**config.mk**
```make
export PLATFORM = sky130hd
export DESIGN_NAME = ball_draw_sequencer
export DESIGN_NICKNAME = d
export VERILOG_FILES = /design/src/rtl/pong_pkg.sv /design/src/rtl/plot_delay_line.sv /design/src/rtl/ball_draw_sequencer.sv
export SDC_FILE = /design/constraint.sdc
export NUM_CORES = 1
export LEC_CHECK = 0
export ABC_AREA = 1
export BUFFER_PORTS_ARGS = -buffer_cell sky130_fd_sc_hd__buf_4
export CAP_MARGIN = 20
export CORE_MARGIN = 4
export CORE_UTILIZATION = 58
export DETAILED_ROUTE_END_ITERATION = 6
export PLACE_DENSITY = 0.88
export REMOVE_ABC_BUFFERS = 1
export SLEW_MARGIN = 20
export SYNTH_ARGS = -nofsm -noshare
export SYNTH_HDL_FRONTEND = slang
export SYNTH_SLANG_ARGS = --single-unit
```
**constraint.sdc**
```tcl
create_clock -name clk -period 2.15 [get_ports clk]
set_input_delay 0.43 -clock clk [delete_from_list [all_inputs] [get_ports clk]]
set_output_delay 0.43 -clock clk [all_outputs]
set_load 0.005 [all_outputs]
```
**src/rtl/pong_pkg.sv**
```systemverilog
// Shared definitions for the pong frame pipeline: draw-scheduler state encoding
// and default timing constants.
package pong_pkg;

  typedef enum logic [2:0] {
    S_IDLE  = 3'd0,
    S_CLEAR = 3'd1,
    S_DRAW  = 3'd2,
    S_BLACK = 3'd3,
    S_PAUSE = 3'd4
  } state_e;

  localparam int unsigned DEF_PAUSE_FRAMES = 30;
  localparam int unsigned DEF_DONE_TIMEOUT = 400000;

  // States that hold a request level to ball_render and wait for its done pulse.
  function automatic logic is_request(state_e s);
    return (s == S_CLEAR) || (s == S_DRAW) || (s == S_BLACK);
  endfunction

endpackage

```
**src/rtl/plot_delay_line.sv**
```systemverilog
// Fixed-depth single-bit shift register with synchronous clear; aligns the VGA
// plot strobe with the pixel pipeline inside ball_render.
module plot_delay_line #(
  parameter int unsigned STAGES = 1
) (
  input  logic clk,
  input  logic clr,
  input  logic d,
  output logic q
);

  logic [STAGES-1:0] sr_q;

  generate
    if (STAGES == 1) begin : g_one
      always_ff @(posedge clk) begin
        if (clr) sr_q <= '0;
        else     sr_q <= d;
      end
    end else begin : g_many
      always_ff @(posedge clk) begin
        if (clr) sr_q <= '0;
        else     sr_q <= {sr_q[STAGES-2:0], d};
      end
    end
  endgenerate

  assign q = sr_q[STAGES-1];

endmodule

```
**src/rtl/ball_draw_sequencer.sv**
```systemverilog
// Frame-level draw scheduler ahead of ball_render: sequences clear/draw/blank
// requests, freezes physics after a score, and guards against stalled draws.
module ball_draw_sequencer
  import pong_pkg::*;
#(
  parameter int unsigned FRAME_RATE   = 15,
  parameter int unsigned PAUSE_FRAMES = DEF_PAUSE_FRAMES,
  parameter int unsigned DONE_TIMEOUT = DEF_DONE_TIMEOUT,
  parameter int unsigned PLOT_DELAY   = 1,
  parameter int unsigned CNT_W        = 8
) (
  input  logic             clk,
  input  logic             resetn,
  input  logic             frameTick,
  input  logic             score_event,
  input  logic             done_clearOld,
  input  logic             done_drawNew,
  input  logic             done_blackScreen,
  output logic             clearOld_pulse,
  output logic             drawNew_pulse,
  output logic             blackScreen_pulse,
  output logic             game_enable,
  output logic             plot,
  output logic             busy,
  output logic [CNT_W-1:0] overrun_cnt,
  output logic             timeout_err
);

  // Pause counter is wide enough for at least one second of frames.
  localparam int unsigned PAUSE_MAX = (PAUSE_FRAMES > FRAME_RATE) ? PAUSE_FRAMES : FRAME_RATE;
  localparam int unsigned PAUSE_W   = $clog2(PAUSE_MAX + 1);
  localparam int unsigned WD_W      = $clog2(DONE_TIMEOUT + 1);

  localparam logic [PAUSE_W-1:0] PAUSE_LOAD = PAUSE_W'(PAUSE_FRAMES);
  localparam logic [PAUSE_W-1:0] PAUSE_ONE  = PAUSE_W'(1);
  localparam logic [WD_W-1:0]    WD_LAST    = WD_W'(DONE_TIMEOUT - 1);
  localparam logic [CNT_W-1:0]   OVR_MAX    = '1;

  state_e             state_q, state_d;
  logic               pend_q, pend_d;
  logic [PAUSE_W-1:0] pause_q, pause_d;
  logic [WD_W-1:0]    wd_q, wd_d;
  logic [CNT_W-1:0]   ovr_q, ovr_d;
  logic               terr_q, terr_d;
  logic               clr_q, drw_q, blk_q, ge_q, busy_q;
  logic               wd_expired;

  always_comb begin
    state_d    = state_q;
    pend_d     = pend_q;
    pause_d    = pause_q;
    ovr_d      = ovr_q;
    terr_d     = terr_q;
    wd_expired = is_request(state_q) && (wd_q == WD_LAST);

    if (score_event && (state_q != S_BLACK) && (state_q != S_PAUSE)) pend_d = 1'b1;
    if (frameTick && (state_q != S_IDLE) && (state_q != S_PAUSE) && (ovr_q != OVR_MAX))
      ovr_d = ovr_q + 1'b1;

    case (state_q)
      S_BLACK: begin
        if (done_blackScreen) begin
          pend_d  = 1'b0;
          pause_d = PAUSE_LOAD;
          state_d = (PAUSE_FRAMES == 0) ? S_IDLE : S_PAUSE;
        end else if (wd_expired) begin
          pend_d  = 1'b0;
          terr_d  = 1'b1;
          state_d = S_IDLE;
        end
      end
      S_PAUSE: begin
        if (frameTick) begin
          pause_d = pause_q - 1'b1;
          if (pause_q == PAUSE_ONE) state_d = S_IDLE;
        end
      end
      S_IDLE: begin
        // A score seen in this very cycle still diverts the frame to a blank.
        if (frameTick) state_d = (pend_q || score_event) ? S_BLACK : S_CLEAR;
      end
      S_CLEAR: begin
        if (done_clearOld) state_d = S_DRAW;
        else if (wd_expired) begin
          terr_d  = 1'b1;
          state_d = S_IDLE;
        end
      end
      S_DRAW: begin
        if (done_drawNew) state_d = S_IDLE;
        else if (wd_expired) begin
          terr_d  = 1'b1;
          state_d = S_IDLE;
        end
      end
      default: state_d = S_IDLE;
    endcase

    if (state_d != state_q)        wd_d = '0;
    else if (is_request(state_q))  wd_d = wd_q + 1'b1;
    else                           wd_d = '0;
  end

  // Outputs are registered from the next state so they track state_q exactly,
  // yet read all-zero while reset is held.
  always_ff @(posedge clk) begin
    if (!resetn) begin
      state_q <= S_BLACK;
      pend_q  <= 1'b0;
      pause_q <= '0;
      wd_q    <= '0;
      ovr_q   <= '0;
      terr_q  <= 1'b0;
      clr_q   <= 1'b0;
      drw_q   <= 1'b0;
      blk_q   <= 1'b0;
      ge_q    <= 1'b0;
      busy_q  <= 1'b0;
    end else begin
      state_q <= state_d;
      pend_q  <= pend_d;
      pause_q <= pause_d;
      wd_q    <= wd_d;
      ovr_q   <= ovr_d;
      terr_q  <= terr_d;
      clr_q   <= (state_d == S_CLEAR);
      drw_q   <= (state_d == S_DRAW);
      blk_q   <= (state_d == S_BLACK);
      ge_q    <= (state_d == S_IDLE) || (state_d == S_CLEAR) || (state_d == S_DRAW);
      busy_q  <= (state_d != S_IDLE);
    end
  end

  plot_delay_line #(
    .STAGES(PLOT_DELAY)
  ) u_plot_delay (
    .clk(clk),
    .clr(!resetn),
    .d  (clr_q | drw_q | blk_q),
    .q  (plot)
  );

  assign clearOld_pulse    = clr_q;
  assign drawNew_pulse     = drw_q;
  assign blackScreen_pulse = blk_q;
  assign game_enable       = ge_q;
  assign busy              = busy_q;
  assign overrun_cnt       = ovr_q;
  assign timeout_err       = terr_q;

endmodule

```
# After elaboration in Yosys (flattened, before gate mapping)
# Cells that the tools add are included.
# op_classes
add_sub_neg	3
eq_ne	18
n_mux	21
reduce_logical	20
n_bitwise	4
# op_table
cell	n
$mux W3	7
$add A19 B1 Y19 const B	1
$eq A19 B19 Y1 const B	1
$pmux W3 S5	1
$eq A3 B2 Y1 const B	4
$mux W5	2
$ne A2 B2 Y1 const B	5
$pmux W5 S2	1
$reduce_bool A3 Y1	3
$add A8 B1 Y8 const B	1
$mux W1	8
$ne A8 B8 Y1 const B	1
$eq A3 B1 Y1 const B	2
$logic_and A1 B1 Y1	6
$logic_not A3 Y1	2
$eq A5 B1 Y1 const B	1
$logic_or A1 B1 Y1	5
$sub A5 B1 Y5 const B	1
$reduce_and A4 Y1	1
$eq A3 B3 Y1 const B	1
$ne A3 B2 Y1 const B	1
$ne A3 B3 Y1	1
$ne A3 B3 Y1 const B	1
$pmux W1 S3	1
other kinds (6)	8
# totals
ff_bits	43
input_bits	7
out_inout_bits	15
word_cells	78

# Logic depth before layout (Yosys ltp)
# logic_depth
word_depth	10
ltp_mapped	10
mapped_depth_nobuf	9

# Cells and area by module
# A second synthesis with hierarchy kept.
# hier_totals
hier_cells	311
area_unflattened_um2	2307.2
# by_module_without_submodules
mod	cells_each	area_per_inst_um2	n_inst	seq_area_each_um2
ball_draw_sequencer	308	2277.2	1	840.8
plot_delay_line	3	30.0	1	20.0

# Worst setup path before layout
# OpenSTA, ideal clock, no wires.
# synth_timing
path_kind	register to register
start	register wd_q[0]
end	register wd_q[15]
period_less_slack_ps	1659
t_required_ps	2029
path_buffers	1
setup_time_ps	121
t_arrival_ps	1538
setup_slack_ps	491
stages_incl_launch_ff	10
cell_sequence	dfxtp_1 > ha_1 > nand3_2 > nor2_4 > nand3_4 > nand3_2 > nand2_2 > nand3_4 > buf_12 > nor2_4
# synth_between
elab_chain_cells	7
word_cells_on_any_way	10
cone_classes	add/sub (1); eq/ne (2); mux (5); reduce/logical (2)
# synth_rtl
element	line	text
from (decl)	ball_draw_sequencer.sv:42	logic [WD_W-1:0] wd_q, wd_d;
from (signal assigned)	ball_draw_sequencer.sv:123	wd_q <= wd_d;
$eq A19 B19 Y1	ball_draw_sequencer.sv:54	wd_expired = is_request(state_q) && (wd_q == WD_LAST);
$logic_and A1 B1 Y1	ball_draw_sequencer.sv:54	
$mux W3	ball_draw_sequencer.sv:66, ball_draw_sequencer.sv:84, ball_draw_sequencer.sv:91	
$mux W3, on equally long branches	ball_draw_sequencer.sv:90, ball_draw_sequencer.sv:62, ball_draw_sequencer.sv:83	
$pmux W3 S5	ball_draw_sequencer.sv:60	case (state_q)
$ne A3 B3 Y1	ball_draw_sequencer.sv:99	if (state_d != state_q) wd_d = '0;
$reduce_or A3 Y1 (no source line)	n/a	
# Several ways; a longest one is shown, not always the timed one.
# A chain may end at the register's enable or synchronous reset.

# Final worst setup path
# layout_timing
start	register wd_q[1]
end	register wd_q[16]
# The elaborated chain is that of the path after synthesis.

==> summary.txt <==
Post-synth EDFFs: 0
GRT Total Usage: 0.188
Worst setup EP type: register
chip height: 70.7 µm
Worst EP arrival: 1.94 ns
CTS Buffer Depth: 2
Nets: 337
CTS H-Tree Depth: 2
I/O Buffers: 21
Post-DP HPWL: 3180 µm
Filler cells: 311
setup TNS: 0 ns
slew margin rel.: 0.720
cts repair resizes: 0
Hold Slack: 0.392 ns
min Tclk post-route: 1.76 ns
Worst-Skew Late Latency: 0.29 ns
commonest register cell after synthesis: dfxtp_1
Power Total: 1.83 mW
Core ar.: 0.00372 mm²
Max Slew Vio Count: 0
Setup CP Type: register to register
die area: 0.00499 mm²
Num CTS Buffers: 5
Setup Skew: 0.00461 ns
Slowest cell on crit path: dfxtp_1
Peak VDD IR: 0.000414 V
Layout area overhead: 14.8%
leakage dissipation: 0.998 nW
Syn Area/Cell: 7.62 µm²
status: completed
global-route wire length before repair: 7590 µm
total wire length: 4300 µm
Tcrit/Tclk final: 0.819
# rows: 22
#FFs+latches synth: 43
Syn. warnings: 0
cell breakdown of the critical path: ha_1, nand2_1, nor3_4, nand3_2, nor2_1, xor2_1, nor2_4
layout cells sized above 1: 0.202
PD cells: 699 mW/mm²
synthesized area: 0.00228 mm²
Crit Path Max Fanout: 5
Req. time, crit path: 2.33 ns
pin count of the biggest net entering global routing: 20
post-route ant nets: 0
Initial Util: 0.613
Async SR Flop Fraction: 0
hold buffers post-CTS: 0
drt pass-1 iters: 4
worst-margin pin slew: 0.420 ns
antenna cells: 0
Final Cell Area: 0.00262 mm²
RSZ-0062 raised after global routing: no
worst hold path type: input port to register
DR iter-0 viols: 107
antenna violations before repair: 0
post-synthesis sequential area ratio: 0.378
# clock sinks: 43
# DRC: 0
DR vias/cell: 5.09
Max Fclk: 0.568 GHz
most common cell after layout, fill and taps aside: nand2_1
Critical Path Max Stage Delay: 0.36 ns
Synth Instances: 299
CTS tree: done
final non-filler cell total: 375
routability cong.: 0.866
Placed Cells: 367
Finish-stage setup viols: 0
number of global-route vias before repair: 1747
type of origin of the critical path: register
Clk Tree Root Cell: clkbuf_8
WL per Instance: 11.5 µm
total gr overflow: 0
most frequent cells in the layout: nand2_1 (63), dfxtp_1 (43), inv_1 (39)
# IOs: 22
Worst-path clk slew: 0.08 ns
# Max-Cap Violations: 0
setup bufs post-CTS: 0
final hold vios: 0
DP Area: 0.00248 mm²
post-synth cell types: 32
Die Wd: 70.7 µm
via count: 1908
-- logic make-up after synthesis --
kind of cell               synth area share
xor gates and xnor gates             0.0730
and+or+nand+nor                       0.384
AOI/OAI and AO/OA                    0.0604
adders and majority gates            0.0220
buffers and inverters                0.0829
DFF                                   0.378
-- metal layers --
metal  GRT usage  share of wire
met1       0.228           0.45
met4      0.0752          0.015
met3      0.0526          0.041
met2       0.316           0.49
met5           0              0
-- flip-flops by register name, summed over array words and instances (netlist names) --
signal and cells:
timeout_err 1, busy 1, game_enable 1, overrun_cnt 8
blackScreen_pulse 1, pause_q 5, u_plot_delay.q 1, wd_q 19
pend_q 1, drawNew_pulse 1, state_q 3, clearOld_pulse 1
-- report_power, final --
| group | switching [mW] | internal (mW) | leakage [nW] |
|---|---|---|---|
| clock | 0.269 | 0.464 | 0.0654 |
| combinational | 0.147 | 0.0926 | 0.583 |
| sequential | 0.0250 | 0.832 | 0.350 |
-- worst max-delay path, delay by kind of cell (launching register included) --
family,cells,cell delay (ns)
simple gates,5,0.74
fa+ha+maj,1,0.29
flops,1,0.36
xor+xnor,1,0.25
-- area by class of cell --
type,count,area [µm²],share of cell area
sequential,43,861,0.329
clock buffer,6,72.6,0.0277
multi-input combinational,210,1230,0.470
clock inverter,2,60.1,0.0230
inverter,43,161,0.0617
tap,48,60.1,0.0230
timing repair buffer,23,173,0.0660
-- Yosys cell counts (3+ instances only) --
cell / n / area, µm²
inv_1: 39 / 146
nand2_1: 63 / 236
ha_1: 4 / 50.1
nand4_1: 10 / 62.6
nand3_2: 4 / 40.0
xor2_1: 13 / 114
nand3b_1: 3 / 22.5
nor2_2: 4 / 25.0
a21oi_1: 15 / 75.1
inv_2: 3 / 11.3
nor3_1: 7 / 35.0
nand3_1: 12 / 60.1
nor2_4: 12 / 135
nor2_1: 37 / 139
o21ai_0: 3 / 15.0
xnor2_1: 6 / 52.6
dfxtp_1: 43 / 861
-- final timing paths --
path	start	to	slack, ns	cells past startpoint
hold / removal	resetn	state_q[1]	0.39	2
setup / recovery	wd_q[1]	wd_q[16]	0.39	7
setup reg to reg	wd_q[1]	wd_q[16]	0.39	7
hold reg to reg	timeout_err	timeout_err	0.46	2
-- per-stage QoR --
step | utilization | worst slack [ns]
final | 0.704 | 0.388
after CTS | 0.704 | 0.371
after global routing | 0.704 | 0.204
after floorplan | - | 0.466
after detailed placement | 0.668 | 0.328
after global placement | 0.668 | 0.413
Note: power is estimated with default switching activity, not from simulation.
